### src/rtl/io_irq_if.sv
// Bus between the CPU/device side and the interrupt controller.
// The master drives device flags and CPU strobes; the slave returns status and the interrupt state.
interface io_irq_if;
  logic       in_flag;
  logic       in_flag_reset;
  logic       cpu_inp;
  logic       out_write;
  logic       out_done;
  logic       ion;
  logic       iof;
  logic       fetch_boundary;
  logic       fgi;
  logic       fgo;
  logic       ien;
  logic       irq;
  logic       int_cycle;
  logic [1:0] int_step;
  logic       int_src;

  modport master (
    output in_flag, cpu_inp, out_write, out_done, ion, iof, fetch_boundary,
    input  in_flag_reset, fgi, fgo, ien, irq, int_cycle, int_step, int_src
  );

  modport slave (
    input  in_flag, cpu_inp, out_write, out_done, ion, iof, fetch_boundary,
    output in_flag_reset, fgi, fgo, ien, irq, int_cycle, int_step, int_src
  );
endinterface

### src/rtl/io_interrupt_ctrl.sv
// I/O flag and interrupt controller: tracks FGI/FGO/IEN, raises R and runs
// the three-step interrupt cycle (RT0..RT2) at the next instruction fetch.
module io_interrupt_ctrl (
  input  logic  clk,
  input  logic  rst,
  io_irq_if.slave bus
);

  localparam logic [1:0] ST_RUN    = 2'd0;
  localparam logic [1:0] ST_PEND   = 2'd1;
  localparam logic [1:0] ST_INTCYC = 2'd2;

  logic [1:0] state_q, state_d;
  logic [1:0] step_q,  step_d;
  logic       fgi_q,   fgi_d;
  logic       fgo_q,   fgo_d;
  logic       ien_q,   ien_d;
  logic       src_q,   src_d;
  logic       ifr_q,   ifr_d;
  logic       req_ok;

  assign req_ok = ien_q & (fgi_q | fgo_q);

  // NOTE: every signal written here gets a default first, so no path leaves it unassigned (no latch).
  always_comb begin
    state_d = state_q;
    step_d  = step_q;
    src_d   = src_q;

    // The external flag is still 1 while its clear pulse is in flight; mask it off.
    fgi_d = bus.in_flag & ~bus.cpu_inp;
    ifr_d = bus.cpu_inp;

    fgo_d = fgo_q;
    if (bus.out_write)     fgo_d = 1'b0;
    else if (bus.out_done) fgo_d = 1'b1;

    ien_d = ien_q;
    if (bus.iof)      ien_d = 1'b0;
    else if (bus.ion) ien_d = 1'b1;

    case (state_q)
      ST_RUN: begin
        if (req_ok) state_d = ST_PEND;
      end
      ST_PEND: begin
        if (!req_ok) begin
          state_d = ST_RUN;
        end else if (bus.fetch_boundary) begin
          state_d = ST_INTCYC;
          step_d  = 2'd0;
          src_d   = ~fgi_q;
          ien_d   = 1'b0;
        end
      end
      ST_INTCYC: begin
        // ION/IOF have no effect while the interrupt cycle runs.
        ien_d = ien_q;
        if (step_q == 2'd2) begin
          state_d = ST_RUN;
          step_d  = 2'd0;
        end else begin
          step_d = step_q + 2'd1;
        end
      end
      default: state_d = ST_RUN;
    endcase
  end

  // NOTE: sequential state uses non-blocking assignments so all flops update together at the edge.
  always_ff @(posedge clk) begin
    if (rst) begin
      state_q <= ST_RUN;
      step_q  <= 2'd0;
      fgi_q   <= 1'b0;
      fgo_q   <= 1'b1;
      ien_q   <= 1'b0;
      src_q   <= 1'b0;
      ifr_q   <= 1'b0;
    end else begin
      state_q <= state_d;
      step_q  <= step_d;
      fgi_q   <= fgi_d;
      fgo_q   <= fgo_d;
      ien_q   <= ien_d;
      src_q   <= src_d;
      ifr_q   <= ifr_d;
    end
  end

  assign bus.fgi           = fgi_q;
  assign bus.fgo           = fgo_q;
  assign bus.ien           = ien_q;
  assign bus.irq           = (state_q != ST_RUN);
  assign bus.int_cycle     = (state_q == ST_INTCYC);
  assign bus.int_step      = step_q;
  assign bus.int_src       = src_q;
  assign bus.in_flag_reset = ifr_q;

endmodule
### src/flat_wrapper.sv
// flat-port wrapper written by rule: the top's interface ports become plain ports
module io_interrupt_ctrl_flat 
  (clk, rst, bus_in_flag, bus_cpu_inp, bus_out_write, bus_out_done, bus_ion, bus_iof, bus_fetch_boundary, bus_in_flag_reset, bus_fgi, bus_fgo, bus_ien, bus_irq, bus_int_cycle, bus_int_step, bus_int_src);
  io_irq_if bus_i ();
  input  logic clk;
  input  logic rst;
  input wire logic [$bits(bus_i.in_flag)-1:0] bus_in_flag;
  input wire logic [$bits(bus_i.cpu_inp)-1:0] bus_cpu_inp;
  input wire logic [$bits(bus_i.out_write)-1:0] bus_out_write;
  input wire logic [$bits(bus_i.out_done)-1:0] bus_out_done;
  input wire logic [$bits(bus_i.ion)-1:0] bus_ion;
  input wire logic [$bits(bus_i.iof)-1:0] bus_iof;
  input wire logic [$bits(bus_i.fetch_boundary)-1:0] bus_fetch_boundary;
  output wire logic [$bits(bus_i.in_flag_reset)-1:0] bus_in_flag_reset;
  output wire logic [$bits(bus_i.fgi)-1:0] bus_fgi;
  output wire logic [$bits(bus_i.fgo)-1:0] bus_fgo;
  output wire logic [$bits(bus_i.ien)-1:0] bus_ien;
  output wire logic [$bits(bus_i.irq)-1:0] bus_irq;
  output wire logic [$bits(bus_i.int_cycle)-1:0] bus_int_cycle;
  output wire logic [$bits(bus_i.int_step)-1:0] bus_int_step;
  output wire logic [$bits(bus_i.int_src)-1:0] bus_int_src;
  assign bus_i.in_flag = bus_in_flag;
  assign bus_i.cpu_inp = bus_cpu_inp;
  assign bus_i.out_write = bus_out_write;
  assign bus_i.out_done = bus_out_done;
  assign bus_i.ion = bus_ion;
  assign bus_i.iof = bus_iof;
  assign bus_i.fetch_boundary = bus_fetch_boundary;
  assign bus_in_flag_reset = bus_i.in_flag_reset;
  assign bus_fgi = bus_i.fgi;
  assign bus_fgo = bus_i.fgo;
  assign bus_ien = bus_i.ien;
  assign bus_irq = bus_i.irq;
  assign bus_int_cycle = bus_i.int_cycle;
  assign bus_int_step = bus_i.int_step;
  assign bus_int_src = bus_i.int_src;
  io_interrupt_ctrl u_core (.clk(clk), .rst(rst), .bus(bus_i));
endmodule
### config.mk
export PLATFORM = sky130hd
export DESIGN_NAME = io_interrupt_ctrl_flat
export DESIGN_NICKNAME = d
export VERILOG_FILES = /design/src/rtl/io_irq_if.sv /design/src/rtl/io_interrupt_ctrl.sv /design/src/flat_wrapper.sv
export SDC_FILE = /design/constraint.sdc
export NUM_CORES = 1
export LEC_CHECK = 0
export BUFFER_PORTS_ARGS = -buffer_cell sky130_fd_sc_hd__buf_4
export CORE_AREA = 2 2 39 41
export DETAILED_ROUTE_END_ITERATION = 6
export DIE_AREA = 0 0 41 43
export SLEW_MARGIN = 0
export SYNTH_ARGS = -nofsm -noshare
export SYNTH_HDL_FRONTEND = slang
export SYNTH_SLANG_ARGS = --single-unit
### constraint.sdc
create_clock -name clk -period 1.31 [get_ports clk]
set_input_delay 0.131 -clock clk [delete_from_list [all_inputs] [get_ports clk]]
set_output_delay 0.131 -clock clk [all_outputs]
set_load 0.03 [all_outputs]
==> flow_summary.yaml <==
run_status:
  outcome: "finished clean"
cells_and_area:
  area_growth_pct: 50.9
  diodes: 0
  drive_gt1_frac: 0.554
  num-fill-cells: 144
  seq_area_um2: 184
  multi_input_area_um2: 175
  nets: 66
pwr:
  p_per_area_nw_per_um2: 1040
  p_int_uw: 429
  vdd_drop_max_mv: 0.494
  swShare: 0.246
  pwr-share-clk: 0.378
  pwr-share-seq: 0.506
  p_leak_uw: 0.000244
  p_switching_uw: 140
  combinationalPowerShare: 0.116
worst_hold_path:
  hold_depth: 2
  min_to: "u_core.bus.fgi"
  hold_class: "in -> reg"
  hp-start: "bus_cpu_inp"
setup_path:
  critPathLaunchType: "flip-flop"
  critPathLaunch: "u_core.state_q[0]"
  worstPathArrival_ps: 1100
  timing.rr.end: "u_core.bus.int_src"
  crit_path_end_kind: "primary output"
  required_ps: 1180
  crit_type: "reg -> out"
  r2r-start: "u_core.state_q[0]"
  r2r_cells: 3
  reg2reg_slack_ps: 110
  critical_path_peak_fanout: 6
global_route:
  grt_max_degree: 13
  grt_pass1_wl_um: 1190
  antenna_found_initial: 0
  grt_overflow: 0
  grt.total_usage: 0.102
  grt_pass1_vias: 282
clocking:
  cts_tree: "done"
  worstSkewPairLatency_ps: 260
  h-tree-depth: 1
  clock-sinks: 9
  cts_max_path_buffers: 2
  clockRootBuffer: "clkbuf_4"
  cts-buffers-inserted: 3
  clkTransAtPathRegs_ps: 70
timing:
  worstMarginPinSlew_ps: 310
  skew_ps: 10.1
  holdWs_ps: 18.6
  setup_viol: 0
  worst_slack_ps: 76.2
  slew_violations: 0
  clock.fmax_mhz: 811
  hold_viol: 0
  finalCritPeriodShare: 0.942
  rsz0062_at_grt: "yes"
  period_minus_slack_ps: 1230
  max_slew_margin: 0.788
place:
  dp_hpwl_um: 550
  gp_congestion: 0.626
  portBuffers: 17
  place_ws_ps: 115
flow_run:
  maxCapViolCount: 0
routing:
  first_iter_violations: 4
  drt-pass1-iter-count: 4
  ant_nets: 0
  routed_wl_um: 709
  vias: 317
  avgViaCountPerCell: 4.40
  drc_errors: 0
  wire_per_inst_um: 9.85
synthesis:
  synth_edf_count: 0
  async_flop_share: 0
  yosysTopAreaCell: "dfxtp_1"
  synth-main-ff-cell: "dfxtp_1"
  synth_nets: 44
  synthesis.instances: 35
  syn_area_um2: 364
  ys.warnings.count: 0
  yosysTopAreaCellShare: 0.495
  synth_area_leaders: "dfxtp_1 (49%), nor4b_4 (6.5%), a21oi_1 (4.1%)"
  synthTopCellsByCount: "dfxtp_1 (9), a21oi_1 (3), nor2_1 (3)"
  ys_seq_elements: 9
  ys_seq_area_frac: 0.495
  ys_types: 20
  synth_most_common_cell: "dfxtp_1"
  syn_avg_cell_area_um2: 10.4
floorplan:
  die-area_um2: 1760
  num_rows: 14
  start_util: 0.263
  die_h_um: 43
  die_x_um: 41
  io_pins: 18
  core-area_um2: 1380
==> metrics by stage <==
step / setup TNS [ps] / util / cell area [um^2] / total power [uW] / instances
after floorplan: 0 / - / 368 / 326 / 35
after global placement: 0 / 0.375 / 519 / 360 / 68
after detailed placement: 0 / 0.375 / 519 / 360 / 68
after CTS: 0 / 0.395 / 547 / 580 / 72
after global routing: -15.3 / 0.397 / 549 / 596 / 72
final: 0 / 0.397 / 549 / 569 / 72
==> registers in the layout, summed over array words and instances (netlist names) <==
register                  count
u_core.bus.int_step           2
u_core.state_q                2
u_core.bus.fgi                1
u_core.bus.fgo                1
u_core.bus.ien                1
u_core.bus.in_flag_reset      1
u_core.bus.int_src            1
==> placed cells by master (no fill, tap or decap), types with 2 or more instances in the layout <==
| cell type | n |
|---|---|
| dfxtp_1 | 6 |
| inv_1 | 2 |
| nor2b_1 | 2 |
| clkbuf_4 | 3 |
| dfxtp_2 | 3 |
| a21oi_1 | 3 |
| nand2_1 | 2 |
| buf_4 | 18 |
| nor2_1 | 2 |
==> power groups by stage <==
stage | clock network (uW) | logic, uW | registers (uW)
6_report | 216 | 66.0 | 288
5_1_grt | 234 | 72.8 | 289
2_1_floorplan | 0 | 20.2 | 306
3_5_place_dp | 0 | 66.4 | 294
3_3_place_gp | 0 | 66.1 | 294
4_1_cts | 226 | 66.5 | 287
==> kinds of logic (layout without fill, tap and decap cells) <==
| kind of cell | after synthesis | count (layout) | synth area share |
|---|---|---|---|
| AND/OR/NAND/NOR | 14 | 14 | 0.282 |
| flip-flops | 9 | 9 | 0.495 |
| multiplexers | 1 | 1 | 0.0309 |
| AO/OA/AOI/OAI | 8 | 8 | 0.162 |
| buffers and inverters | 3 | 24 | 0.0309 |
==> worst max-delay path by stage <==
stage	end	slack, ps	cells after the start
floorplan	u_core.bus.int_src	30	3
global placement	u_core.bus.int_src	110	3
detailed placement	u_core.bus.ien	110	4
CTS	bus_int_cycle	60	3
global route	u_core.bus.ien	-8	4
finish	bus_int_cycle	80	3
==> worst max-delay path: stages (launching register included) <==
cell and delay, ps:
dfxtp_1 360, nand2b_1 210, inv_1 90, buf_4 170
==> timing repair <==
action | in CTS | in global routing
gates resized for setup | 0 | 1
hold buffers | 0 | 0
endpoints found under the setup margin | 0 | 2
endpoints found under the hold margin | 0 | 0
setup buffers | 0 | 0
==> cell type report <==
type | count | area share
clock buffer | 3 | 0.0410
clock inverter | 1 | 0.00911
inverter | 2 | 0.0137
multi-input combinational | 23 | 0.319
sequential | 9 | 0.335
tap | 16 | 0.0364
timing repair buffer | 18 | 0.246
==> per-layer routing <==
metal | GRT usage | wire length (um)
met3 | 0.0471 | 75
met2 | 0.125 | 299
met1 | 0.139 | 323
met4 | 0.0600 | 10
met5 | 0 | 0
(Power assumes the default switching activity.)
